### src/rtl/opb_arb_pkg.sv
// Shared types and helpers for the round-robin OPB bus arbiter.
package opb_arb_pkg;

  typedef enum logic [1:0] {IDLE, GRANT, ACTIVE} arb_state_t;

  localparam int MAX_MASTERS = 8;
  localparam int TOUT_CNT_W  = 8;

  // OR-encode so a one-hot input needs no priority chain.
  function automatic logic [2:0] onehot2idx(input logic [MAX_MASTERS-1:0] oh);
    logic [2:0] idx;
    idx = '0;
    for (int i = 0; i < MAX_MASTERS; i++)
      if (oh[i]) idx = idx | 3'(i);
    return idx;
  endfunction

endpackage

### src/rtl/opb_rr_bus_arbiter_if.sv
// OPB arbitration signal bundle: master-side requests/selects, slave acks, arbiter grants.
interface opb_rr_bus_arbiter_if #(parameter int C_NUM_MASTERS = 4);
  logic [C_NUM_MASTERS-1:0] M_request;
  logic [C_NUM_MASTERS-1:0] M_busLock;
  logic [C_NUM_MASTERS-1:0] M_select;
  logic                     Sl_xferAck;
  logic                     Sl_retry;
  logic                     Sl_errAck;
  logic                     Sl_toutSup;
  logic [C_NUM_MASTERS-1:0] OPB_MGrant;
  logic                     OPB_timeout;
  logic                     arb_busy;
  logic [2:0]               grant_id;

  // Arbiter view.
  modport slave (
    input  M_request, M_busLock, M_select, Sl_xferAck, Sl_retry, Sl_errAck, Sl_toutSup,
    output OPB_MGrant, OPB_timeout, arb_busy, grant_id
  );

  // Bus/master view.
  modport master (
    output M_request, M_busLock, M_select, Sl_xferAck, Sl_retry, Sl_errAck, Sl_toutSup,
    input  OPB_MGrant, OPB_timeout, arb_busy, grant_id
  );
endinterface

### src/rtl/opb_arb_rr_picker.sv
// Combinational round-robin pick: rotate requests so ptr is bit 0, take lowest set, rotate back.
module opb_arb_rr_picker #(
  parameter int N = 4
)(
  input  logic [N-1:0] req,
  input  logic [2:0]   ptr,
  output logic [N-1:0] pick,
  output logic         vld
);
  logic [N-1:0] rot, rot_pick;

  always_comb begin
    rot      = N'({req, req} >> ptr);
    rot_pick = rot & (~rot + 1'b1);
    pick     = N'({rot_pick, rot_pick} << ptr >> N);
    vld      = |req;
  end
endmodule

### src/rtl/opb_rr_bus_arbiter.sv
// Round-robin OPB master arbiter with bus lock and transfer timeout.
// Optional OPB_ARB_PARK_EN: idle grant parks on the last owner instead of dropping to zero.
module opb_rr_bus_arbiter
  import opb_arb_pkg::*;
#(
  parameter int C_NUM_MASTERS    = 4,
  parameter int C_TIMEOUT_CYCLES = 16
)(
  input logic                OPB_Clk,
  input logic                OPB_Rst,
  opb_rr_bus_arbiter_if.slave bus
);
  localparam int N = C_NUM_MASTERS;
`ifdef OPB_ARB_PARK_EN
  localparam bit PARK = 1'b1;
`else
  localparam bit PARK = 1'b0;
`endif

  arb_state_t             state_q, state_d;
  logic [N-1:0]           grant_q, grant_d, pick;
  logic [2:0]             owner_q, owner_d, ptr_q, ptr_d, owner_nxt;
  logic [TOUT_CNT_W-1:0]  cnt_q, cnt_d;
  logic                   tout_q, tout_d, pick_vld, own_sel, own_lock, ack;

  opb_arb_rr_picker #(.N(N)) u_picker (
    .req  (bus.M_request),
    .ptr  (ptr_q),
    .pick (pick),
    .vld  (pick_vld)
  );

  // The grant register is the owner mask, so non-owner select/lock fall out naturally.
  assign own_sel   = |(bus.M_select  & grant_q);
  assign own_lock  = |(bus.M_busLock & grant_q);
  assign ack       = bus.Sl_xferAck | bus.Sl_retry | bus.Sl_errAck;
  assign owner_nxt = (owner_q == 3'(N-1)) ? 3'd0 : owner_q + 3'd1;

  always_comb begin
    state_d = state_q;
    grant_d = grant_q;
    owner_d = owner_q;
    ptr_d   = ptr_q;
    cnt_d   = cnt_q;
    tout_d  = 1'b0;
    unique case (state_q)
      IDLE: begin
        if (pick_vld) begin
          grant_d = pick;
          owner_d = onehot2idx(MAX_MASTERS'(pick));
          state_d = GRANT;
        end else if (PARK && own_sel) begin
          cnt_d   = '0;
          state_d = ACTIVE;
        end else if (PARK) begin
          grant_d = {{(N-1){1'b0}}, 1'b1} << owner_q;
        end else begin
          grant_d = '0;
        end
      end
      GRANT: begin
        if (own_sel) begin
          cnt_d   = '0;
          state_d = ACTIVE;
        end else begin
          if (!PARK) grant_d = '0;
          ptr_d   = owner_nxt;
          state_d = IDLE;
        end
      end
      ACTIVE: begin
        if (!own_sel) begin
          if (own_lock) begin
            state_d = GRANT;
          end else begin
            if (!PARK) grant_d = '0;
            ptr_d   = owner_nxt;
            state_d = IDLE;
          end
        end else if (ack) begin
          cnt_d = '0;
        end else if (!bus.Sl_toutSup) begin
          if (cnt_q == TOUT_CNT_W'(C_TIMEOUT_CYCLES - 1)) begin
            tout_d = 1'b1;
            cnt_d  = '0;
          end else begin
            cnt_d = cnt_q + 1'b1;
          end
        end
      end
      default: state_d = IDLE;
    endcase
  end

  always_ff @(posedge OPB_Clk or posedge OPB_Rst) begin
    if (OPB_Rst) begin
      state_q <= IDLE;
      grant_q <= '0;
      owner_q <= '0;
      ptr_q   <= '0;
      cnt_q   <= '0;
      tout_q  <= 1'b0;
    end else begin
      state_q <= state_d;
      grant_q <= grant_d;
      owner_q <= owner_d;
      ptr_q   <= ptr_d;
      cnt_q   <= cnt_d;
      tout_q  <= tout_d;
    end
  end

  assign bus.OPB_MGrant  = grant_q;
  assign bus.OPB_timeout = tout_q;
  assign bus.arb_busy    = (state_q != IDLE);
  assign bus.grant_id    = owner_q;
endmodule

### src/flat_wrapper.sv
// flat-port wrapper written by rule: the top's interface ports become plain ports
module opb_rr_bus_arbiter_flat import opb_arb_pkg::*;
#(
  parameter int C_NUM_MASTERS    = 4,
  parameter int C_TIMEOUT_CYCLES = 16
)
  (OPB_Clk, OPB_Rst, bus_M_request, bus_M_busLock, bus_M_select, bus_Sl_xferAck, bus_Sl_retry, bus_Sl_errAck, bus_Sl_toutSup, bus_OPB_MGrant, bus_OPB_timeout, bus_arb_busy, bus_grant_id);
  opb_rr_bus_arbiter_if #(.C_NUM_MASTERS(C_NUM_MASTERS)) bus_i ();
  input logic OPB_Clk;
  input logic OPB_Rst;
  input wire logic [$bits(bus_i.M_request)-1:0] bus_M_request;
  input wire logic [$bits(bus_i.M_busLock)-1:0] bus_M_busLock;
  input wire logic [$bits(bus_i.M_select)-1:0] bus_M_select;
  input wire logic [$bits(bus_i.Sl_xferAck)-1:0] bus_Sl_xferAck;
  input wire logic [$bits(bus_i.Sl_retry)-1:0] bus_Sl_retry;
  input wire logic [$bits(bus_i.Sl_errAck)-1:0] bus_Sl_errAck;
  input wire logic [$bits(bus_i.Sl_toutSup)-1:0] bus_Sl_toutSup;
  output wire logic [$bits(bus_i.OPB_MGrant)-1:0] bus_OPB_MGrant;
  output wire logic [$bits(bus_i.OPB_timeout)-1:0] bus_OPB_timeout;
  output wire logic [$bits(bus_i.arb_busy)-1:0] bus_arb_busy;
  output wire logic [$bits(bus_i.grant_id)-1:0] bus_grant_id;
  assign bus_i.M_request = bus_M_request;
  assign bus_i.M_busLock = bus_M_busLock;
  assign bus_i.M_select = bus_M_select;
  assign bus_i.Sl_xferAck = bus_Sl_xferAck;
  assign bus_i.Sl_retry = bus_Sl_retry;
  assign bus_i.Sl_errAck = bus_Sl_errAck;
  assign bus_i.Sl_toutSup = bus_Sl_toutSup;
  assign bus_OPB_MGrant = bus_i.OPB_MGrant;
  assign bus_OPB_timeout = bus_i.OPB_timeout;
  assign bus_arb_busy = bus_i.arb_busy;
  assign bus_grant_id = bus_i.grant_id;
  opb_rr_bus_arbiter #(.C_NUM_MASTERS(C_NUM_MASTERS), .C_TIMEOUT_CYCLES(C_TIMEOUT_CYCLES)) u_core (.OPB_Clk(OPB_Clk), .OPB_Rst(OPB_Rst), .bus(bus_i));
endmodule
### config.mk
export PLATFORM = sky130hd
export DESIGN_NAME = opb_rr_bus_arbiter_flat
export DESIGN_NICKNAME = d
export VERILOG_FILES = /design/src/rtl/opb_arb_pkg.sv /design/src/rtl/opb_rr_bus_arbiter_if.sv /design/src/rtl/opb_arb_rr_picker.sv /design/src/rtl/opb_rr_bus_arbiter.sv /design/src/flat_wrapper.sv
export SDC_FILE = /design/constraint.sdc
export NUM_CORES = 1
export LEC_CHECK = 0
export ABC_AREA = 1
export ABC_CLOCK_PERIOD_IN_PS = 1710
export CORE_MARGIN = 3
export CORE_UTILIZATION = 25
export DETAILED_ROUTE_END_ITERATION = 8
export GPL_ROUTABILITY_DRIVEN = 0
export PLACE_DENSITY = 0.52
export RECOVER_POWER = 50
export REMOVE_ABC_BUFFERS = 1
export SLEW_MARGIN = 25
export SYNTH_ARGS = -nofsm -noshare
export SYNTH_HDL_FRONTEND = slang
export SYNTH_HIERARCHICAL = 1
export SYNTH_SLANG_ARGS = --single-unit
### constraint.sdc
create_clock -name OPB_Clk -period 1.71 [get_ports OPB_Clk]
set_input_delay 0.2565 -clock OPB_Clk [delete_from_list [all_inputs] [get_ports OPB_Clk]]
set_output_delay 0.2565 -clock OPB_Clk [all_outputs]
set_load 0.005 [all_outputs]
After elaboration in Yosys (flattened, before gate mapping)
Index checks and enable logic that the tools add are counted.

word-level totals
  register bits after elaboration = 21
  latch bits = 0
  bits in writable memories = 0
  bits in read-only memories = 0
  bits of input ports = 18
  memories kept = 0

cells by class
  add/sub/neg operators = 3
  $mul = 0
  div/mod/pow operators = 0
  magnitude comparators = 0
  eq/ne operators = 11
  shift operators = 2
  muxes and demuxes = 29
  bitwise operators = 6
  reductions and logical operators = 12

operator list
  operator                                                                  number
  8-bit 2-to-1 mux                                                          5
  4-bit 2-to-1 mux                                                          4
  8-bit case mux with 2 select lines                                        1
  4-bit AND                                                                 3
  3-bit 2-to-1 mux                                                          4
  4-bit case mux with 3 select lines                                        1
  4-bit AND reduction                                                       3
  4-bit OR reduction                                                        3
  2-bit 2-to-1 mux                                                          5
  8-bit by 1-bit adder with 8-bit output (second input constant)            1
  8-bit by 4-bit equality test with 1-bit output (second input constant)    1
  8-bit by 3-bit << shifter with 8-bit output                               1
  8-bit by 3-bit right shift with 4-bit output                              1
  1-bit 2-to-1 mux                                                          7
  2-bit by 1-bit inequality test with 1-bit output (second input constant)  3
  2-bit inequality test (second input constant)                             3
  2-bit case mux with 3 select lines                                        1
  3-bit case mux with 2 select lines                                        1
  4-bit by 1-bit adder with 4-bit output (second input constant)            1
  4-bit NOT                                                                 1
  2-bit AND reduction                                                       2
  2-bit nonzero test                                                        2
  3-bit by 1-bit adder with 3-bit output (second input constant)            1
  3-bit by 2-bit equality test with 1-bit output (second input constant)    1
  6 further kinds                                                           7

Depth between registers and ports, before layout
  word-level depth = 8
  mapped depth = 15
  mapped depth without buffers = 14

Cells and area by module
Netlist, hierarchy kept.

modules (own cells, without submodules)
  module              instances  cells each  area an instance (µm²)
  opb_rr_bus_arbiter  1          180         1232.4
  opb_arb_rr_picker   1          72          402.9

Least setup slack after synthesis
OpenSTA, ideal clock, no wires.

  path kind = reg2reg
  from = register u_core.state_q[0]
  to = register u_core.grant_q[0] (netlist: u_core/bus.OPB_MGrant[0])
  arrival = 1402 ps
  setup slack = 191 ps
  cell stages (with the launch flop) = 8
  path buffers = 1
  cells stage by stage = dfrtp_1 inv_1 ha_1 buf_4 o21ai_1 nand2_1 nand2_1 nand2_1

between the ends
  cells in the longest elaborated chain, start to end = 3
  elaborated cells on any way between the ends = 9
  those cells by class = 5 x eq/ne; 1 x mux; 3 x reduce/logical

RTL lines
  what                                                                   line                       source
  from (decl)                                                            opb_rr_bus_arbiter.sv:20   arb_state_t state_q, state_d;
  from (signal assigned)                                                 opb_rr_bus_arbiter.sv:104  state_q <= state_d;
  2-bit equality test (tied with other cells)                            opb_rr_bus_arbiter.sv:46   unique case (state_q)
  2-bit inequality test (no line) or 3-bit nonzero test (tied branches)  --
  4-bit AND reduction (no line)                                          --
  to (signal assigned)                                                   opb_rr_bus_arbiter.sv:105  grant_q <= grant_d;
  to (decl)                                                              opb_rr_bus_arbiter.sv:21   logic [N-1:0] grant_q, grant_d, pick;

Several ways; a longest one is shown, not always the timed one.
A chain may end at the register's enable or synchronous reset.

Worst setup path after layout
  from = input port bus_M_request[0]
  to = register u_core.grant_q[3] (netlist: u_core/bus.OPB_MGrant[3])

between the ends
  cells in the longest elaborated chain, start to end = 7
  elaborated cells on any way between the ends = 8
  those cells by class = 1 x add/sub; 2 x shift; 2 x mux; 2 x bitwise; 1 x reduce/logical

RTL lines
  what                                            line                      source
  from (decl)                                     flat_wrapper.sv:11        input wire logic [$bits(bus_i.M_request)-1:0] bus_M_request;
  8-bit by 3-bit right shift with 4-bit output *  opb_arb_rr_picker.sv:13   rot = N'({req, req} >> ptr);
  4-bit NOT                                       opb_arb_rr_picker.sv:14   rot_pick = rot & (~rot + 1'b1);
  4-bit by 1-bit adder with 4-bit output          opb_arb_rr_picker.sv:14
  4-bit AND *                                     opb_arb_rr_picker.sv:14
  8-bit by 3-bit << shifter with 8-bit output *   opb_arb_rr_picker.sv:15   pick = N'({rot_pick, rot_pick} << ptr >> N);
  net u_core.pick[3]                              opb_rr_bus_arbiter.sv:21
  4-bit 2-to-1 mux *                              opb_rr_bus_arbiter.sv:48  if (pick_vld) begin
  4-bit case mux with 3 select lines *            opb_rr_bus_arbiter.sv:46

Mark *: on every way through the listed nets, which the timed path passes. The rest lies on a longest branch.

==> impl_metrics.py <==
metrics = {
    "hold_path": {
        "worstHoldStart": "u_core/bus.OPB_MGrant[0]$_DFFE_PP0P_",
        "hp-class": "register to register",
    },
    "critical_path": {
        "worstSetupStartpointType": "input pin",
        "rr_endpoint": "u_core/bus.OPB_MGrant[3]$_DFFE_PP0P_",
        "path_max_fanout": 3,
        "crit_required_ns": 1.90,
        "arrival_ns": 1.81,
        "critical_path_buf_inv_count": 2,
        "r2r-start": "u_core/ptr_q[0]$_DFFE_PP0P_",
        "path_cells": "clkdlybuf4s50_1 -> nand2_1 -> nand2_4 -> nand2_4 -> nand3_4 -> nor2_4 -> nand2_1 -> nand2_1 -> nand3_1 -> nand2_1 -> inv_2 -> nor2_1 -> nand3_1 -> nand2_1",
        "critPathMaxStageDelay_ns": 0.46,
        "crit_type": "input pin to register",
        "crit_cells": 14,
        "cp-end-kind": "register",
        "critPathSlowestCell": "clkdlybuf4s50_1",
        "r2r_setup_slack_ns": 0.10,
        "cp_top_family": "simple AND/OR/NAND/NOR gates",
        "cp_common_cell": "nand2_1",
        "crit_end": "u_core/bus.OPB_MGrant[3]$_DFFE_PP0P_",
        "r2r_cells": 14,
        "cp-startpoint": "bus_M_request[0]",
    },
    "clocking": {
        "cts-root-buf": "clkbuf_8",
        "cts_buffer_depth": 2,
        "clock_sinks": 19,
        "insertion_delay_ns": 0.25,
        "cts_tree": "built",
        "holdBufCountCts": 0,
        "cts_buffers": 3,
        "htreeDepth": 1,
        "path_clk_slew_ns": 0.07,
    },
    "placed_design": {
        "place_inst": 362,
        "place_area_sq_um": 2030,
        "port_buffers": 25,
        "post-place-ws_ns": -0.212,
        "hpwl_mm": 3.09,
    },
    "timing": {
        "rsz0062_at_grt": "yes",
        "setup_viol": 0,
        "whs_ns": 0.544,
        "slew_viol_final": 0,
        "max_slew_margin": 0.285,
        "setup_ws_ns": 0.0901,
        "hold_viol_final": 0,
        "tightest_slew_ns": 1.07,
        "min_period_ns": 1.62,
        "fin_skew_ns": 0.00170,
        "clock.fmax_mhz": 617,
        "finalCritPeriodShare": 0.947,
    },
    "synthesis": {
        "yosys.area_share.simple": 0.490,
        "synthTopCellsByArea": "dfrtp_1 29%, nand2_1 21%, nor2_1 7.1%",
        "synth_adder_area_share": 0.0536,
        "yosysUniqueCellTypes": 28,
        "mappedNetlistArea_sq_um": 1640,
        "synth_top_family_by_area": "simple AND/OR/NAND/NOR gates",
        "seq_area_frac_synth": 0.291,
        "synth_top_cell_by_area": "dfrtp_1",
        "syn_inst": 252,
        "synth_top_area_frac": 0.291,
        "yosys_warnings": 6,
        "synth-seq-cells": 19,
        "synth_xor_area_frac": 0,
        "synth_mux_area_frac": 0,
        "synth-compound-area-share": 0.0543,
        "syn_area_per_cell_sq_um": 6.49,
    },
    "floorplan": {
        "coreArea_sq_um": 6130,
        "die_w_microns": 86.9,
        "dieArea_sq_um": 7550,
        "die_h_microns": 86.9,
        "start_util": 0.267,
        "rows": 28,
        "ios": 27,
    },
    "drt": {
        "ant_nets": 0,
        "initialDrtViolationCount": 85,
        "dr_total_vias": 1644,
        "wl_per_cell_microns": 10.9,
        "first_pass_iters": 4,
        "wl_mm": 4.09,
        "drc": 0,
        "viasPerCell": 4.38,
    },
    "global_routing": {
        "global_route.usage.total": 0.111,
        "grt_max_degree": 20,
        "grt_pass1_wl_mm": 6.84,
        "grt_pass1_vias": 1465,
        "antenna_found_initial": 0,
        "grt-ovfl-total": 0,
    },
    "cells_and_area": {
        "area_growth_pct": 35.0,
        "drive_gt1_frac": 0.200,
        "layoutNonFillerInstCount": 375,
        "final_area_sq_um": 2210,
        "nNetsFinal": 326,
        "diodes": 0,
    },
    "run_status": {
        "status": "complete, no violations",
    },
    "pwr": {
        "vdd_drop_max_mv": 0.413,
        "p_leak_nw": 1.12,
        "power_density_nw_per_um2": 1260,
        "power.total_mw": 2.78,
    },
    "flow_run": {
        "drv_cap": 0,
    },
}
==> cells in the final DEF, fill, tap and decap left out, drive strengths merged, types with 2 or more instances in the layout <==
master | Yosys | layout
nand2 | 101 | 102
nor2 | 35 | 35
inv | 28 | 26
nand3 | 25 | 25
clkdlybuf4s50 | 0 | 21
buf | 7 | 21
dfrtp | 19 | 19
nand4 | 10 | 10
o21ai | 10 | 10
ha | 7 | 7
clkbuf | 0 | 5
conb | 1 | 4
a21oi | 3 | 3
dlymetal6s2s | 0 | 2
a31oi | 2 | 2
clkinv | 0 | 2
nor3 | 2 | 2
==> final cells by class <==
class | instances | area (sq um)
repair buffers | 47 | 423
inverters | 28 | 115
fillers | 640 | 3920
clock buffers | 4 | 45.0
multi-input cells | 202 | 1050
well taps | 75 | 93.8
flip-flops and latches | 19 | 477
==> worst min path at each step <==
stage / to / slack [ns] / cells after the start
detailed placement: u_core/bus.OPB_MGrant[0]$_DFFE_PP0P_ / 0.52 / 2
CTS: u_core/bus.grant_id[0]$_DFFE_PP0P_ / 0.34 / 3
finish: u_core/bus.OPB_MGrant[0]$_DFFE_PP0P_ / 0.54 / 2
global route: u_core/bus.OPB_MGrant[1]$_DFFE_PP0P_ / 0.59 / 2
floorplan: u_core/bus.OPB_MGrant[0]$_DFFE_PP0P_ / 0.21 / 1
global placement: u_core/bus.OPB_MGrant[0]$_DFFE_PP0P_ / 0.52 / 2
==> power by group <==
part           switching (mW)  leakage [nW]  total [mW]  internal [mW]
logic                    1.05         0.849        1.83          0.774
clock network           0.141        0.0228       0.306          0.165
registers              0.0974         0.251       0.647          0.550
==> per-layer routing <==
| layer | up-vias | wire (microns) | track usage |
|---|---|---|---|
| met4 | 0 | 24 | 0.0170 |
| met3 | 2 | 203 | 0.0293 |
| met2 | 25 | 1670 | 0.158 |
| met1 | 727 | 2190 | 0.168 |
| li1 | 890 | - | - |
| met5 | - | 0 | 0 |
==> cell families after synthesis <==
family | count (synthesis)
AOI/OAI and AO/OA | 16
adders and majority gates | 7
buffers and inverters | 35
DFF | 19
other | 1
and+or+nand+nor | 174
==> tightest hold or removal path, stage by stage (launching register included) <==
cell	delay [ns]
dfrtp_1	0.40
nand2_1	0.07
nand2_1	0.05
==> Yosys cell counts <==
library cell / count
inv_4: 2
nand3_2: 2
o21bai_1: 1
nand2_1: 93
o21ai_2: 1
nor2_2: 2
buf_6: 3
nand4_1: 10
nor3_1: 1
nor2_4: 2
nand3_1: 21
nor2_1: 31
a31oi_1: 2
inv_2: 2
nor3_4: 1
nand2_2: 8
buf_8: 1
a21oi_1: 3
inv_1: 24
o21ai_0: 8
ha_1: 7
conb_1: 1
buf_2: 1
buf_4: 2
o21ai_1: 1
and3_1: 1
dfrtp_1: 19
nand3_4: 2
==> what timing repair did <==
item,in CTS,in global routing
gates resized for setup,1,27
setup endpoints to repair,1,10
buffers inserted,2,6
cloned,0,1
pin swaps,0,20
endpoints found under the hold margin,0,0
==> through the flow <==
| stage | utilization | setup TNS (ns) |
|---|---|---|
| 2_1_floorplan | - | 0 |
| 3_3_place_gp | 0.331 | -0.717 |
| 3_5_place_dp | 0.331 | -0.932 |
| 4_1_cts | 0.340 | 0 |
| 5_1_grt | 0.360 | -0.155 |
| 6_report | 0.360 | 0 |
==> flip-flops by register name, summed over array words and instances, names as in the netlist <==
register,cells
u_core/cnt_q,8
u_core/bus.OPB_MGrant,4
u_core/bus.grant_id,2
u_core/ptr_q,2
u_core/state_q,2
u_core/bus.OPB_timeout,1
(Power assumes the default switching activity.)
